$ cat config.mk
export PLATFORM = sky130hd
export DESIGN_NAME = ps2_key_event_gen_flat
export DESIGN_NICKNAME = d
export VERILOG_FILES = /design/src/rtl/ps2_key_event_gen_if.sv /design/src/rtl/ps2_key_event_gen.sv /design/src/flat_wrapper.sv
export SDC_FILE = /design/constraint.sdc
export NUM_CORES = 1
export LEC_CHECK = 0
export BUFFER_PORTS_ARGS = -buffer_cell sky130_fd_sc_hd__buf_2
export CORE_MARGIN = 2
export CORE_UTILIZATION = 55
export CTS_CLUSTER_DIAMETER = 150
export CTS_CLUSTER_SIZE = 25
export DETAILED_ROUTE_END_ITERATION = 7
export PLACE_DENSITY = 0.85
export REMOVE_ABC_BUFFERS = 1
export SLEW_MARGIN = 5
export SYNTH_ARGS = -nofsm -noshare
export SYNTH_HDL_FRONTEND = slang
export SYNTH_SLANG_ARGS = --single-unit
$ cat constraint.sdc
create_clock -name clk -period 5.9 [get_ports clk]
set_clock_uncertainty 0.2 [all_clocks]
set_input_delay 1.77 -clock clk [delete_from_list [all_inputs] [get_ports clk]]
set_output_delay 1.77 -clock clk [all_outputs]
set_load 0.01 [all_outputs]
$ cat src/rtl/ps2_key_event_gen_if.sv
// PS/2 pin inputs plus the decoded key event word and per-byte status strobes.
// master: the event generator side; slave: the consumer/driver of the pins.
interface ps2_key_event_gen_if;
  logic        ps2_clk;
  logic        ps2_data;
  logic [10:0] ps2_key;
  logic        byte_valid;
  logic [7:0]  byte_data;
  logic        frame_err;

  modport master (
    input  ps2_clk, ps2_data,
    output ps2_key, byte_valid, byte_data, frame_err
  );

  modport slave (
    output ps2_clk, ps2_data,
    input  ps2_key, byte_valid, byte_data, frame_err
  );
endinterface

$ cat src/rtl/ps2_key_event_gen.sv
// PS/2 keyboard receiver and make/break/extended parser producing a toggle-format key event word.
// Optional feature macro: PS2_PARITY_CHECK_EN (reject frames with bad odd parity).
module ps2_key_event_gen #(
  parameter real CLK_FREQ   = 96.0,
  parameter int  FILTER_LEN = 8,
  parameter int  TIMEOUT_US = 100
) (
  input logic                 clk,
  input logic                 reset_n,
  ps2_key_event_gen_if.master ps2
);
  localparam int TMO_CYC = $rtoi(CLK_FREQ * real'(TIMEOUT_US));
  localparam int TMO_W   = $clog2(TMO_CYC + 1);

  typedef enum logic [1:0] {ST_IDLE, ST_DATA, ST_PARITY, ST_STOP} rx_state_t;

  logic [1:0]            clk_sync_reg, data_sync_reg;
  logic [FILTER_LEN-1:0] filt_hist_reg, filt_hist_next;
  logic                  filt_lvl_reg, filt_lvl_next;
  logic                  strobe_reg;
  logic                  rx_bit;

  rx_state_t             state_reg, state_next;
  logic [2:0]            bit_cnt_reg, bit_cnt_next;
  logic [7:0]            shift_reg, shift_next;
  logic                  par_ok_reg, par_ok_next;
  logic [TMO_W-1:0]      tmo_cnt_reg, tmo_cnt_next;
  logic                  byte_valid_reg, byte_valid_next;
  logic [7:0]            byte_data_reg, byte_data_next;
  logic                  frame_err_reg, frame_err_next;

  logic                  ext_reg, brk_reg;
  logic [2:0]            skip_reg;
  logic [10:0]           key_reg;

  // The filtered level only moves once the whole history window agrees.
  assign filt_hist_next = {filt_hist_reg[FILTER_LEN-2:0], clk_sync_reg[1]};
  assign filt_lvl_next  = (&filt_hist_next) ? 1'b1 :
                          (~|filt_hist_next) ? 1'b0 : filt_lvl_reg;
  assign rx_bit         = data_sync_reg[1];

  always_ff @(posedge clk) begin
    if (!reset_n) begin
      clk_sync_reg  <= 2'b11;
      data_sync_reg <= 2'b11;
      filt_hist_reg <= '1;
      filt_lvl_reg  <= 1'b1;
      strobe_reg    <= 1'b0;
    end else begin
      clk_sync_reg  <= {clk_sync_reg[0], ps2.ps2_clk};
      data_sync_reg <= {data_sync_reg[0], ps2.ps2_data};
      filt_hist_reg <= filt_hist_next;
      filt_lvl_reg  <= filt_lvl_next;
      strobe_reg    <= filt_lvl_reg & ~filt_lvl_next;
    end
  end

  always_ff @(posedge clk) begin
    if (!reset_n) begin
      state_reg      <= ST_IDLE;
      bit_cnt_reg    <= '0;
      shift_reg      <= '0;
      par_ok_reg     <= 1'b0;
      tmo_cnt_reg    <= '0;
      byte_valid_reg <= 1'b0;
      byte_data_reg  <= '0;
      frame_err_reg  <= 1'b0;
    end else begin
      state_reg      <= state_next;
      bit_cnt_reg    <= bit_cnt_next;
      shift_reg      <= shift_next;
      par_ok_reg     <= par_ok_next;
      tmo_cnt_reg    <= tmo_cnt_next;
      byte_valid_reg <= byte_valid_next;
      byte_data_reg  <= byte_data_next;
      frame_err_reg  <= frame_err_next;
    end
  end

  always_comb begin
    state_next      = state_reg;
    bit_cnt_next    = bit_cnt_reg;
    shift_next      = shift_reg;
    par_ok_next     = par_ok_reg;
    tmo_cnt_next    = tmo_cnt_reg;
    byte_valid_next = 1'b0;
    byte_data_next  = byte_data_reg;
    frame_err_next  = 1'b0;
    if (state_reg != ST_IDLE) tmo_cnt_next = tmo_cnt_reg + TMO_W'(1);
    // A strobe takes priority over a simultaneous timeout expiry.
    if (strobe_reg) begin
      tmo_cnt_next = '0;
      case (state_reg)
        ST_IDLE: begin
          if (!rx_bit) begin
            state_next   = ST_DATA;
            bit_cnt_next = '0;
          end else begin
            frame_err_next = 1'b1;
          end
        end
        ST_DATA: begin
          shift_next   = {rx_bit, shift_reg[7:1]};
          bit_cnt_next = bit_cnt_reg + 3'd1;
          if (bit_cnt_reg == 3'd7) state_next = ST_PARITY;
        end
        ST_PARITY: begin
`ifdef PS2_PARITY_CHECK_EN
          par_ok_next = ^{shift_reg, rx_bit};
`else
          par_ok_next = 1'b1;
`endif
          state_next = ST_STOP;
        end
        ST_STOP: begin
          if (rx_bit && par_ok_reg) begin
            byte_valid_next = 1'b1;
            byte_data_next  = shift_reg;
          end else begin
            frame_err_next = 1'b1;
          end
          state_next = ST_IDLE;
        end
        default: state_next = ST_IDLE;
      endcase
    end else if (state_reg != ST_IDLE && tmo_cnt_reg == TMO_W'(TMO_CYC - 1)) begin
      frame_err_next = 1'b1;
      state_next     = ST_IDLE;
      tmo_cnt_next   = '0;
    end
  end

  // Prefix parser: E1 swallows the remaining 7 bytes of the Pause sequence.
  always_ff @(posedge clk) begin
    if (!reset_n) begin
      ext_reg  <= 1'b0;
      brk_reg  <= 1'b0;
      skip_reg <= '0;
      key_reg  <= '0;
    end else if (frame_err_reg) begin
      ext_reg <= 1'b0;
      brk_reg <= 1'b0;
    end else if (byte_valid_reg) begin
      if (skip_reg != 3'd0) begin
        skip_reg <= skip_reg - 3'd1;
      end else begin
        case (byte_data_reg)
          8'hE1: begin
            skip_reg <= 3'd7;
            ext_reg  <= 1'b0;
            brk_reg  <= 1'b0;
          end
          8'hE0: ext_reg <= 1'b1;
          8'hF0: brk_reg <= 1'b1;
          8'h00, 8'hAA, 8'hEE, 8'hFA, 8'hFC, 8'hFD, 8'hFE, 8'hFF: begin
            ext_reg <= 1'b0;
            brk_reg <= 1'b0;
          end
          default: begin
            key_reg <= {~key_reg[10], ~brk_reg, ext_reg, byte_data_reg};
            ext_reg <= 1'b0;
            brk_reg <= 1'b0;
          end
        endcase
      end
    end
  end

  assign ps2.ps2_key    = key_reg;
  assign ps2.byte_valid = byte_valid_reg;
  assign ps2.byte_data  = byte_data_reg;
  assign ps2.frame_err  = frame_err_reg;
endmodule

$ cat src/flat_wrapper.sv
// flat-port wrapper written by rule: the top's interface ports become plain ports
module ps2_key_event_gen_flat 
#(
  parameter real CLK_FREQ   = 96.0,
  parameter int  FILTER_LEN = 8,
  parameter int  TIMEOUT_US = 100
)
  (clk, reset_n, ps2_ps2_clk, ps2_ps2_data, ps2_ps2_key, ps2_byte_valid, ps2_byte_data, ps2_frame_err);
  ps2_key_event_gen_if ps2_i ();
  input logic clk;
  input logic reset_n;
  input wire logic [$bits(ps2_i.ps2_clk)-1:0] ps2_ps2_clk;
  input wire logic [$bits(ps2_i.ps2_data)-1:0] ps2_ps2_data;
  output wire logic [$bits(ps2_i.ps2_key)-1:0] ps2_ps2_key;
  output wire logic [$bits(ps2_i.byte_valid)-1:0] ps2_byte_valid;
  output wire logic [$bits(ps2_i.byte_data)-1:0] ps2_byte_data;
  output wire logic [$bits(ps2_i.frame_err)-1:0] ps2_frame_err;
  assign ps2_i.ps2_clk = ps2_ps2_clk;
  assign ps2_i.ps2_data = ps2_ps2_data;
  assign ps2_ps2_key = ps2_i.ps2_key;
  assign ps2_byte_valid = ps2_i.byte_valid;
  assign ps2_byte_data = ps2_i.byte_data;
  assign ps2_frame_err = ps2_i.frame_err;
  ps2_key_event_gen #(.CLK_FREQ(CLK_FREQ), .FILTER_LEN(FILTER_LEN), .TIMEOUT_US(TIMEOUT_US)) u_core (.clk(clk), .reset_n(reset_n), .ps2(ps2_i));
endmodule
## Yosys cells after proc, flatten, opt, wreduce, memory -nomap -nowiden

Index checks and enable logic that the tools add are counted.
W data, S select, Z words.

| storage, ports and cells | value |
|---|---|
| register bits | 67 |
| bits in latches | 0 |
| RAM bits | 0 |
| ROM bits | 0 |
| input port bits | 4 |
| memories | 0 |

| operators by class | value |
|---|---|
| add/subtract/negate cells | 3 |
| $mul | 0 |
| divide/modulo/power cells | 0 |
| order comparisons | 0 |
| equal/unequal tests | 18 |
| shift operators | 0 |
| muxes and demuxes | 19 |
| bitwise logic cells | 10 |
| reduce and logical (&&, ||, !) cells | 24 |

Operators by type and width:

| kind | number |
|---|---|
| $eq A8 B8 Y1 const B | 10 |
| $reduce_and A3 Y1 | 7 |
| $add A14 B1 Y14 const B | 1 |
| $eq A14 B14 Y1 const B | 1 |
| $reduce_or A11 Y1 | 1 |
| $mux W3 | 3 |
| $not A1 Y1 | 9 |
| $logic_not A8 Y1 | 1 |
| $mux W2 | 4 |
| $pmux W2 S4 | 1 |
| $reduce_and A8 Y1 | 1 |
| $reduce_bool A2 Y1 | 4 |
| $reduce_or A8 Y1 | 1 |
| $mux W1 | 7 |
| $ne A3 B3 Y1 const B | 2 |
| $pmux W1 S2 | 3 |
| $pmux W3 S2 | 1 |
| $eq A2 B2 Y1 const B | 2 |
| $reduce_and A2 Y1 | 2 |
| $reduce_and A4 Y1 | 1 |
| $add A3 B1 Y3 const B | 1 |
| $eq A3 B3 Y1 const B | 1 |
| $reduce_bool A3 Y1 | 1 |
| $reduce_or A3 Y1 | 1 |
| other kinds (7) | 8 |

## Depth between registers and ports, before layout

| depth | value |
|---|---|
| word-level depth | 5 |
| mapped depth | 9 |
| mapped depth without buffers | 7 |

## Worst setup path after synthesis

OpenSTA, ideal clock, no wires.

| timing path | value |
|---|---|
| path type | input port to flip-flop |
| start point | input reset_n |
| end point | register u_core.key_reg[10] (netlist: u_core.ps2.ps2_key[10]) |
| library setup time | 0.072 ns |
| arrival time | 2.581 ns |
| slack | 3.048 ns |
| cell stages on the path | 5 |
| path buffers | 3 |
| path through | buf_2 -> clkbuf_1 -> buf_2 -> nand2_1 -> mux2i_1 |

RTL lines:

| item | line | RTL |
|---|---|---|
| start, declared | flat_wrapper.sv:11 | `input logic reset_n;` |
| end signal, assigned | ps2_key_event_gen.sv:160 | `key_reg <= {~key_reg[10], ~brk_reg, ext_reg, byte_data_reg};` |
| end, declared | ps2_key_event_gen.sv:34 | `logic [10:0] key_reg;` |

## Worst setup path after layout

| timing path | value |
|---|---|
| start point | input reset_n |
| end point | register u_core.tmo_cnt_reg[6] |

| on the way | value |
|---|---|
| cells in the longest elaborated chain, start to end | 2 |

RTL lines:

| item | line | RTL |
|---|---|---|
| $not A1 Y1 (no line) | -- |  |
| $reduce_or A3 Y1 (no line) | -- |  |
| end signal, assigned | ps2_key_event_gen.sv:73 | `tmo_cnt_reg <= tmo_cnt_next;` |
| end, declared | ps2_key_event_gen.sv:27 | `logic [TMO_W-1:0] tmo_cnt_reg, tmo_cnt_next;` |

Every way passes these cells.
A chain may end at the register's enable or synchronous reset.

==> results.tsv <==
stage	metric	value	unit
worst_setup_path	worst-path maximum fanout	66	
sta	Slew Limit Fails	0	
clock_network	H-tree lvl count	3	
yosys	Post-Synthesis Cells	316	
yosys	Synth Cell Area	0.00290	sq mm
yosys	number of enable flip-flop cells after synthesis	0	
worst_setup_path	highest-delay cell along the critical path	buf_2	
clock_network	clock-pin slew on the worst setup and hold paths	0.07	ns
detailed_routing	Final ANT Viol Nets	0	
yosys	Synth Area in Adders	0.0389	
hold_path	hold path depth	1	
yosys	Yosys cell types	44	
clock_network	CTS max path bufs	2	
place	placed inst area	0.00302	sq mm
die	core area	0.00511	sq mm
sta	Slew HR	0.347	
clock_network	Sink Count	67	
clock_network	CTS tree	yes	
grt	number of global-route vias before repair	2102	
final_layout	layout cell share with drive strength beyond 1	0.135	
yosys	Simple-Gate Fraction of Synth Area	0.263	
detailed_routing	initial DRC count	123	
final_layout	Post-Layout Inst Area	0.00324	sq mm
yosys	mux contribution to synthesized area	0.0484	
yosys	leading area contributor after synthesis	dfxtp_1	
hold_path	worst min path class	flop to flop	
worst_setup_path	Largest stage delay, worst path	0.73	ns
yosys	Synth async-reset ratio	0	
grt	GRT Total Usage	0.187	
worst_setup_path	Setup CP Type	input port to flop	
detailed_routing	# DRC	0	
final_layout	number of diodes	0	
detailed_routing	via count	2243	
sta	setup violators final	0	
clock_network	CTS Buf Count	9	
sta	RSZ-0062 raised after global routing	false	
grt	initial antenna violation count	0	
clock_network	post-CTS setup buffer count	0	
clock_network	post_cts resized	0	
worst_setup_path	Worst EP required	5.97	ns
final_layout	Area growth, synth to finish	11.8	%
yosys	post-synthesis xor/xnor area fraction	0.0393	
detailed_routing	routed wire length	5.25	mm
sta	crit path time final	3.09	ns
die	Starting Density	0.567	
place	Placed Cells incl. Taps	395	
power_and_ir_drop	Max VDD drop	0.174	mV
grt	pin count of the biggest net entering global routing	67	
yosys	largest family of logic cells by synthesized area	simple AND/OR/NAND/NOR gates	
run	max_cap viols	0	
yosys	area fraction of the dominant cell type after synthesis	0.463	
worst_setup_path	crit end category	flop	
final_layout	max reg flops	14	
detailed_routing	Detailed Routing Iterations Pass 1	4	
run_status	outcome	finished, final reports clean	
sta	Least-Margin Pin Slew	0.980	ns
worst_setup_path	Worst path depth	3	
place	DP HPWL	3.40	mm
yosys	Synth area leaders	dfxtp_1 46%, nand2_1 7.8%, mux2i_1 4.8%, a21boi_0 4.1%, ha_1 3.9%	
worst_setup_path	Crit path max-delay family	buffers and inverters	
yosys	Seq/Total Area, Yosys	0.463	
power_and_ir_drop	LEAKAGE	1.25	nW
place	PortBufs	24	
sta	Final period util	0.524	
yosys	Syn Area/Cell	9.17	sq um
grt	gr ovfl total	0	
die	die area	0.00586	sq mm
clock_network	Post-CTS Hold Fix Bufs	0	
yosys	Top FF cell, synth	dfxtp_1	
yosys	yosys warns	0	
worst_setup_path	CP cell instances	buf_2, nand3_2, nor2_1	
die	# rows	26	
power_and_ir_drop	Design Power	882	uW
worst_setup_path	worst flop-to-flop path startpoint	u_core.state_reg[0]	
worst_setup_path	Critical Path End	u_core.tmo_cnt_reg[6]	
worst_setup_path	WP buf/inv	1	
detailed_routing	DR WL/cell	12.8	um
sta	Hold Violations, Final	0	
yosys	Synth Area in Compound Gates	0.110	
power_and_ir_drop	power density cells	272	mW/mm^2
worst_setup_path	Arr. time, crit path	3.16	ns
place	GP Congestion	0.775	
worst_setup_path	Worst setup SP type	input port	
final_layout	nets@finish	349	
yosys	FF+latch count, synth	67	
worst_setup_path	worst setup path startpoint	reset_n	
clock_network	Root Driver	clkbuf_8	
final_layout	Fill cells	419	
die	Die Width	76.6	um
sta	Setup TNS	0	ns
sta	Max Freq	0.323	GHz
die	Die Y-Extent	76.6	um
clock_network	later-pin clock latency in the skew report	0.34	ns
detailed_routing	vias per cell	5.46	
final_layout	Non-Filler Instances	411	
grt	first-pass GRT wire length	8.90	mm
worst_setup_path	R2R Setup Slk	3.62	ns
worst_setup_path	R2R cell count	7	
die	Ports	25	
worst_setup_path	capturing point of the worst reg2reg path	u_core.state_reg[1]	
## kinds of logic (layout without fill, tap and decap cells)
kind of cell,Yosys count,after routing
mux,14,14
xor+xnor,13,13
buf+inv,22,47
flops,67,67
simple gates,149,149
compound gates,42,42
fa+ha+maj,9,9
## cell type report
type                       instances  area, sq um  area share
clock buffer                      10          128      0.0394
tap                               70         87.6      0.0270
inverter                           7         26.3     0.00811
sequential                        67         1340       0.414
timing repair buffer              24          120      0.0371
clock inverter                     6         88.8      0.0274
multi-input combinational        227         1450       0.447
## metal layers
metal  vias up  part of all wire  GRT usage
met4         0             0.026      0.102
met1      1062              0.44      0.218
met3        14             0.046     0.0462
li1       1118                 -          -
met2        49              0.48      0.317
met5         -                 0          0
## stage by stage
step                setup WS, ns  hold slack (ns)  utilization
finish                      2.81            0.201        0.634
global route                2.60            0.231        0.634
CTS                         2.79            0.207        0.634
detailed placement          2.42            0.195        0.592
global placement            2.48            0.192        0.592
floorplan                   3.26            0.186            -
## how the worst min path moves through the flow
stage                               to                     from  slack [ns]
6_report        u_core.clk_sync_reg[1]   u_core.clk_sync_reg[0]        0.20
5_1_grt         u_core.clk_sync_reg[1]   u_core.clk_sync_reg[0]        0.23
4_1_cts         u_core.clk_sync_reg[1]   u_core.clk_sync_reg[0]        0.21
3_5_place_dp   u_core.data_sync_reg[1]  u_core.data_sync_reg[0]        0.19
3_3_place_gp    u_core.clk_sync_reg[1]   u_core.clk_sync_reg[0]        0.19
2_1_floorplan   u_core.clk_sync_reg[1]   u_core.clk_sync_reg[0]        0.19
## synthesized netlist by cell type, drive strengths merged, types with 2 or more instances
| master | number |
|---|---|
| a21boi | 17 |
| a21oi | 4 |
| a221o | 2 |
| a31oi | 2 |
| a32oi | 2 |
| and2 | 5 |
| and3 | 6 |
| and4 | 3 |
| and4b | 2 |
| buf | 7 |
| clkbuf | 8 |
| dfxtp | 67 |
| ha | 9 |
| inv | 7 |
| mux2i | 14 |
| nand2 | 60 |
| nand2b | 16 |
| nand3 | 17 |
| nand4 | 2 |
| nand4b | 3 |
| nor2 | 17 |
| nor2b | 8 |
| nor3 | 2 |
| nor3b | 2 |
| nor4 | 4 |
| o211a | 2 |
| o21ai | 8 |
| xnor2 | 3 |
| xor2 | 10 |
## power by group
group          leakage [nW]  internal (mW)  switching (mW)
Clock                 0.103          0.239           0.177
Sequential            0.541          0.454        0.000883
Combinational         0.610        0.00431         0.00807
## cells in the final DEF (no fill, tap or decap), types with 2 or more instances in the layout
cell type,instances
nor2b_1,8
and4_1,2
clkbuf_8,9
nor2_1,17
nand3_1,15
xnor2_1,3
ha_1,9
nand2_1,60
o211a_1,2
nand4b_1,3
nor3b_1,2
inv_1,7
bufinv_16,2
a221o_1,2
clkinvlp_4,2
o21ai_0,7
and3_1,6
and4b_1,2
nand4_1,2
nor4_1,4
nand2b_1,16
and2_1,5
mux2i_1,14
xor2_1,10
a21boi_0,16
buf_2,24
a32oi_1,2
a21oi_1,4
nor3_1,2
dfxtp_1,67
## worst reg2reg max path, delay by kind of cell (launching register included)
| family | cells | cell delay, ns |
|---|---|---|
| buf+inv | 1 | 0.11 |
| fa+ha+maj | 1 | 0.32 |
| simple gates | 3 | 0.74 |
| mux | 1 | 0.15 |
| flops | 1 | 0.39 |
| compound gates | 1 | 0.26 |
Note: power is estimated with default switching activity, not from simulation.
